===== src/rtl/bg_fetch_arbiter.sv =====
// Round-robin arbiter sharing one background/scoreboard ROM read port among three renderers.
// Fixed-latency reads return tagged to the issuing requester; flush quiesces the port before reloads.
module bg_fetch_arbiter #(
    parameter int ADDR_W = 19,
    parameter int DATA_W = 8,
    parameter int RD_LAT = 2
) (
    input  logic              Clk,
    input  logic              Reset,
    input  logic [2:0]        req,
    input  logic [ADDR_W-1:0] addr0,
    input  logic [ADDR_W-1:0] addr1,
    input  logic [ADDR_W-1:0] addr2,
    output logic [2:0]        gnt,
    output logic              mem_rd,
    output logic [ADDR_W-1:0] mem_addr,
    input  logic [DATA_W-1:0] mem_q,
    output logic [2:0]        rd_valid,
    output logic [DATA_W-1:0] rd_data,
    input  logic              flush,
    output logic              flush_done
);

    localparam int CNT_W = $clog2(RD_LAT + 1);

    typedef enum logic [1:0] {
        ST_RUN,
        ST_DRAIN,
        ST_FLUSHED
    } state_t;

    state_t            r_state;
    logic [1:0]        r_ptr;
    logic [2:0]        r_gnt;
    logic              r_mem_rd;
    logic [ADDR_W-1:0] r_mem_addr;
    logic              r_flush_done;
    logic [2:0]        r_tag [RD_LAT];
    logic [CNT_W-1:0]  r_inflight;

    logic [2:0]        w_eligible;
    logic              w_any;
    logic [1:0]        w_first;
    logic [1:0]        w_second;
    logic [1:0]        w_third;
    logic [1:0]        w_winner;
    logic [ADDR_W-1:0] w_win_addr;
    logic              w_issue;
    logic              w_ret;
    logic [CNT_W-1:0]  w_inflight_nxt;

    // A requester granted this cycle is masked so it cannot win again before it can drop req.
    always_comb begin
        // NOTE: every always_comb output gets a default first so no path infers a latch.
        w_eligible = req & ~r_gnt;
        w_any      = |w_eligible;
        w_first    = 2'd0;
        w_second   = 2'd1;
        w_third    = 2'd2;
        case (r_ptr)
            2'd0:    begin w_first = 2'd1; w_second = 2'd2; w_third = 2'd0; end
            2'd1:    begin w_first = 2'd2; w_second = 2'd0; w_third = 2'd1; end
            default: begin w_first = 2'd0; w_second = 2'd1; w_third = 2'd2; end
        endcase
        if (w_eligible[w_first])
            w_winner = w_first;
        else if (w_eligible[w_second])
            w_winner = w_second;
        else
            w_winner = w_third;
        case (w_winner)
            2'd0:    w_win_addr = addr0;
            2'd1:    w_win_addr = addr1;
            default: w_win_addr = addr2;
        endcase
        w_issue        = |r_gnt;
        w_ret          = |r_tag[RD_LAT-1];
        w_inflight_nxt = r_inflight + CNT_W'(w_issue) - CNT_W'(w_ret);
    end

    always_ff @(posedge Clk) begin
        // NOTE: sequential state uses non-blocking assignments so every register sees pre-edge values.
        if (Reset) begin
            r_state      <= ST_RUN;
            r_ptr        <= 2'd2;
            r_gnt        <= '0;
            r_mem_rd     <= 1'b0;
            r_mem_addr   <= '0;
            r_flush_done <= 1'b0;
            r_inflight   <= '0;
            // NOTE: the tag pipe is reset explicitly so reads in flight at reset never surface.
            for (int k = 0; k < RD_LAT; k++)
                r_tag[k] <= '0;
        end else begin
            r_tag[0] <= r_gnt;
            for (int k = 1; k < RD_LAT; k++)
                r_tag[k] <= r_tag[k-1];
            r_inflight <= w_inflight_nxt;
            r_gnt      <= '0;
            r_mem_rd   <= 1'b0;
            case (r_state)
                ST_RUN: begin
                    if (flush) begin
                        r_state <= ST_DRAIN;
                    end else if (w_any) begin
                        r_gnt      <= 3'b001 << w_winner;
                        r_mem_rd   <= 1'b1;
                        r_mem_addr <= w_win_addr;
                        r_ptr      <= w_winner;
                    end
                end
                ST_DRAIN: begin
                    // Counter includes the last grant issued before the flush was seen.
                    if (w_inflight_nxt == '0) begin
                        r_state      <= ST_FLUSHED;
                        r_flush_done <= 1'b1;
                    end
                end
                ST_FLUSHED: begin
                    if (!flush) begin
                        r_state      <= ST_RUN;
                        r_flush_done <= 1'b0;
                    end
                end
                default: r_state <= ST_RUN;
            endcase
        end
    end

    assign gnt        = r_gnt;
    assign mem_rd     = r_mem_rd;
    assign mem_addr   = r_mem_addr;
    assign rd_valid   = r_tag[RD_LAT-1];
    assign rd_data    = mem_q;
    assign flush_done = r_flush_done;

endmodule


===== config.mk =====
export PLATFORM = sky130hd
export DESIGN_NAME = bg_fetch_arbiter
export DESIGN_NICKNAME = d
export VERILOG_FILES = /design/src/rtl/bg_fetch_arbiter.sv
export SDC_FILE = /design/constraint.sdc
export NUM_CORES = 1
export LEC_CHECK = 0
export CORE_ASPECT_RATIO = 1.1
export CORE_MARGIN = 2
export CORE_UTILIZATION = 40
export DETAILED_ROUTE_END_ITERATION = 10
export GPL_TIMING_DRIVEN = 1
export PLACE_DENSITY = 0.85
export SYNTH_ARGS = -nofsm -noshare
export SYNTH_HDL_FRONTEND = slang
export SYNTH_SLANG_ARGS = --single-unit
export TNS_END_PERCENT = 100

===== constraint.sdc =====
create_clock -name Clk -period 4.6 [get_ports Clk]
set_input_delay 1.38 -clock Clk [delete_from_list [all_inputs] [get_ports Clk]]
set_output_delay 1.38 -clock Clk [all_outputs]
set_load 0.005 [all_outputs]

; After elaboration in Yosys (flattened, before gate mapping)
; Memories as Yosys holds them, arrays and structs flattened.
; Cells that the tools add are included.
[word_totals]
out_inout_bits = 35
ff_bits = 30
elab_cells = 63
ram_bits = 6
n_memories = 1
[mem_list]
columns = name, words, word_bits, read_ports, rd_clocked_by_memory_dff, write_ports, line
row1 = r_tag, 2, 3, 2, 0, 2, 38  ; logic [2:0] r_tag [RD_LAT];
[op_classes]
eq_ne = 7
muxes = 23
n_lt_le_gt_ge = 2
n_shift = 1
n_bitwise = 7
reduce_logical = 13
add_sub_neg = 2
[op_table]
columns = op, n
row1 = $pmux W19 S2, 1
row2 = $pmux W2 S2, 3
row3 = $reduce_or A3 Y1, 4
row4 = $mux W2, 5
row5 = $reduce_and A3 Y1, 3
row6 = $logic_not A2 Y1, 4
row7 = $mux W1, 8
row8 = $eq A2 B1 Y1 const B, 3
row9 = $lt A2 B3 Y1 const B, 2
row10 = $mux W3, 2
row11 = $ne A2 B2 Y1 const B, 3
row12 = $pmux W2 S3, 1
row13 = $bmux W1 S2, 2
row14 = $reduce_or A4 Y1, 1
row15 = $and A3 B3 Y3, 1
row16 = $not A1 Y1, 3
row17 = $not A3 Y3, 1
row18 = $shl A1 B2 Y3 const A, 1
row19 = $add A2 B1 Y2, 1
row20 = $eq A2 B2 Y1 const B, 1
row21 = $or A1 B1 Y1, 2
row22 = $pmux W1 S2, 1
row23 = $reduce_bool A2 Y1, 1
row24 = $sub A2 B1 Y2, 1

; Longest topological paths before layout
[logic_depth]
word_depth = 8
mapped_depth = 8

; Least setup slack after synthesis
; No wires, ideal clock.
[synth_path]
kind = input-to-output
start = in mem_q[0]
end = out rd_data[0]
setup_slack_ns = 1.729
path_buffers = 1
required_time_ns = 3.220
path_stages = 1
t_arrival_ns = 1.491
path_cell_list = buf_4
[synth_rtl]
columns = item, line
row1 = "start, declared", 17  ; input logic [DATA_W-1:0] mem_q,
row2 = "end, declared", 19  ; output logic [DATA_W-1:0] rd_data,
; No word-level cell between the ends.

; Worst setup path after layout
[layout_path]
start = in req[2]
end = reg r_mem_addr[9], in the netlist mem_addr[9]
[layout_via]
elab_chain_len = 7
word_cells_on_any_way = 12
[layout_rtl]
columns = item, line
row1 = "start, declared", 10  ; input logic [2:0] req,
row2 = $and A3 B3 Y3 (*), 55  ; w_eligible = req & ~r_gnt;
row3 = $bmux W1 S2, 67  ; else if (w_eligible[w_second])
row4 = $mux W1 (implied by the code), 67
row5 = $mux W2, 67
row6 = $mux W2, 65  ; if (w_eligible[w_first])
row7 = $eq A2 B1 Y1 / $logic_not A2 Y1 (equally long branches), 71  ; case (w_winner)
row8 = $pmux W19 S2, 71
row9 = "end signal, assigned", 108  ; r_mem_addr <= w_win_addr;
row10 = "end, declared", 36  ; logic [ADDR_W-1:0] r_mem_addr;
; Every way passes the cells marked *; elsewhere a longest branch is shown, timed or not. The select of a mux whose other input is x is not followed.
; A chain may end at the register's enable or synchronous reset.

==> impl_metrics.tcl <==
set metrics [dict create \
    grt_pass1_vias 1689 \
    timing.final.crit_share_pct 71.7 \
    grt_pass1_wl_um 7690 \
    yosys-top-cells-area "dfxtp_1 41%, nand3_1 7.3%, a221oi_1 6.4%" \
    hp-class "flop to flop" \
    synth_area_mm2 0.00178 \
    core_area_mm2 0.00429 \
    layout-drive-gt1-share_pct 6.64 \
    gp_congestion 0.733 \
    slew_viol_final 0 \
    cp.required_ps 4790 \
    syn-num-nets 268 \
    status "finished, final reports clean" \
    vias 1733 \
    postPlaceCellArea_mm2 0.00260 \
    grt_max_degree 34 \
    final_antenna_net_count 0 \
    dp_hpwl_um 3500 \
    clkLatencyLatePin_ps 280 \
    seq_area_frac_synth_pct 40.6 \
    cts.sinks 36 \
    grt_overflow 0 \
    rsz0062_at_grt "no" \
    ys_ff_latch 36 \
    hold_violations 0 \
    final_cell_mix "89 x clkdlybuf4s50_1, 36 x dfxtp_1, 26 x nand3_1" \
    worstMarginPinSlew_ps 840 \
    ctsResizeCount 0 \
    maxSlewHeadroom_pct 44.0 \
    numCtsBuffers 5 \
    ctsHoldBuffers 0 \
    avgSynthCellArea_um2 9.10 \
    cp_max_fo 21 \
    yosysUniqueCellTypes 35 \
    grt_usage_pct 20.4 \
    setup-violations-final 0 \
    tritoncts "built" \
    htree_num_levels 2 \
    syn_inst 195 \
    dr.pass1.iters 4 \
    drt-initial-drc-count 61 \
    routedWlPerCell_um 15.0 \
    ios 106 \
    end_kind "flop" \
    antenna_found_initial 0 \
    layout_commonest_cell "clkdlybuf4s50_1" \
    fmaxAchievable_ghz 0.303 \
    fin_nets 343 \
    yosysTopAreaCell "dfxtp_1" \
    die-area_mm2 0.00499 \
    p_leak_nw 0.991 \
    die_height_um 73.9 \
    routed_wl_um 4880 \
    clk_pin_slew_ps 70 \
    design_area_mm2 0.00269 \
    synth.top_cell.area_share_pct 40.6 \
    cts-root-buf "clkbuf_8" \
    power.total_w 0.000949 \
    arrival_ps 3490 \
    port-buffer-count 89 \
    fill_cells 379 \
    clock-skew-final_ps 4.69 \
    drc_errors 0 \
    ir_drop_v 0.000194 \
    critPathKind "input pin to flop" \
    row_count 25 \
    final_period_minus_worst_setup_slack_ps 3300 \
    powerDensity_mw_per_mm2 352 \
    max-cap-violations 0 \
    start_util_pct 41.4 \
    final.setup.tns_ps 0 \
    crit_path_start_kind "input pin" \
    yosysWarnings 0 \
    clk_path_buf_depth 2 \
    vias_per_cell 5.33 \
    chipWidth_um 67.5 \
    syn2layout_area_growth_pct 51.7 \
    postCtsSetupBuffers 0 \
    num_antenna_cells 0 \
]
stage by stage:
| stage | worst slack [ps] | util (%) | std cells | hold WS, ps |
|---|---|---|---|---|
| after floorplan | 1730 | - | 195 | 414 |
| after global placement | 1100 | 60.8 | 317 | 419 |
| after detailed placement | 1020 | 60.8 | 317 | 424 |
| after CTS | 1290 | 62.9 | 325 | 439 |
| after global routing | 1100 | 62.9 | 325 | 456 |
| final | 1300 | 62.9 | 325 | 434 |
routing by layer:
metal	global-route usage, %	vias up	wire length (µm)
li1	-	858	-
met1	23.5	817	1910
met2	35.8	50	2660
met3	5.51	8	244
met4	7.03	0	69
met5	0	-	0
cells in the mapped netlist (all sizes together):
| master | number |
|---|---|
| clkbuf | 4 |
| o311ai | 1 |
| a311oi | 1 |
| nand2b | 3 |
| dfxtp | 36 |
| nor2 | 15 |
| ha | 2 |
| a32o | 1 |
| nand2 | 5 |
| inv | 10 |
| a21oi | 3 |
| o2111ai | 6 |
| nor3 | 1 |
| xor2 | 1 |
| a221oi | 13 |
| o21ai | 1 |
| nand3 | 27 |
| buf | 20 |
| a211oi | 14 |
| and2 | 2 |
| xnor2 | 1 |
| or3b | 1 |
| nor4b | 1 |
| nor2b | 10 |
| or2 | 1 |
| nor3b | 1 |
| or3 | 2 |
| a31o | 1 |
| nand3b | 9 |
| a31oi | 1 |
| a2111oi | 1 |
cell families (layout without fill, tap and decap cells):
| logic type | count (synthesis) | count (layout) | synth area share (%) |
|---|---|---|---|
| DFF | 36 | 36 | 40.6 |
| adders and majority gates | 2 | 2 | 1.41 |
| xor gates and xnor gates | 2 | 2 | 0.987 |
| buffers and inverters | 34 | 110 | 11.0 |
| AOI/OAI and AO/OA | 43 | 43 | 21.6 |
| and+or+nand+nor | 78 | 78 | 24.4 |
path summary, 6_finish.rpt:
path | startpoint | to | slack [ps] | cells past startpoint
min reg2reg | r_tag[0][0] | r_tag[0][3] | 430 | 1
max | req[2] | mem_addr[9] | 1300 | 5
min | r_tag[0][0] | r_tag[0][3] | 430 | 1
max reg2reg | r_ptr[1] | mem_addr[9] | 2520 | 4
layout make-up:
cell class	instances	area, µm²	share of cell area (%)
Clock buffer	8	90.1	3.34
Inverter	10	37.5	1.39
Multi-Input combinational cell	125	865	32.1
Sequential cell	36	721	26.8
Tap cell	54	67.6	2.51
Timing Repair Buffer	92	913	33.9
sequential cells by signal, indices dropped and copies added (netlist names):
signal	flops
flush_done	1
gnt	3
mem_addr	19
mem_rd	1
r_inflight	2
r_ptr	2
r_state	2
r_tag	6
power breakdown:
part | switching [W] | internal, W
combinational | 0.000152 | 0.000183
clock | 0.000102 | 0.000122
sequential | 0.0000295 | 0.000360
critical path: stages:
cell and delay [ps]:
clkdlybuf4s50_1 500, nor3b_1 380, a32o_1 750, a221oi_1 220
a211oi_1 250
Note: power is estimated with default switching activity, not from simulation.
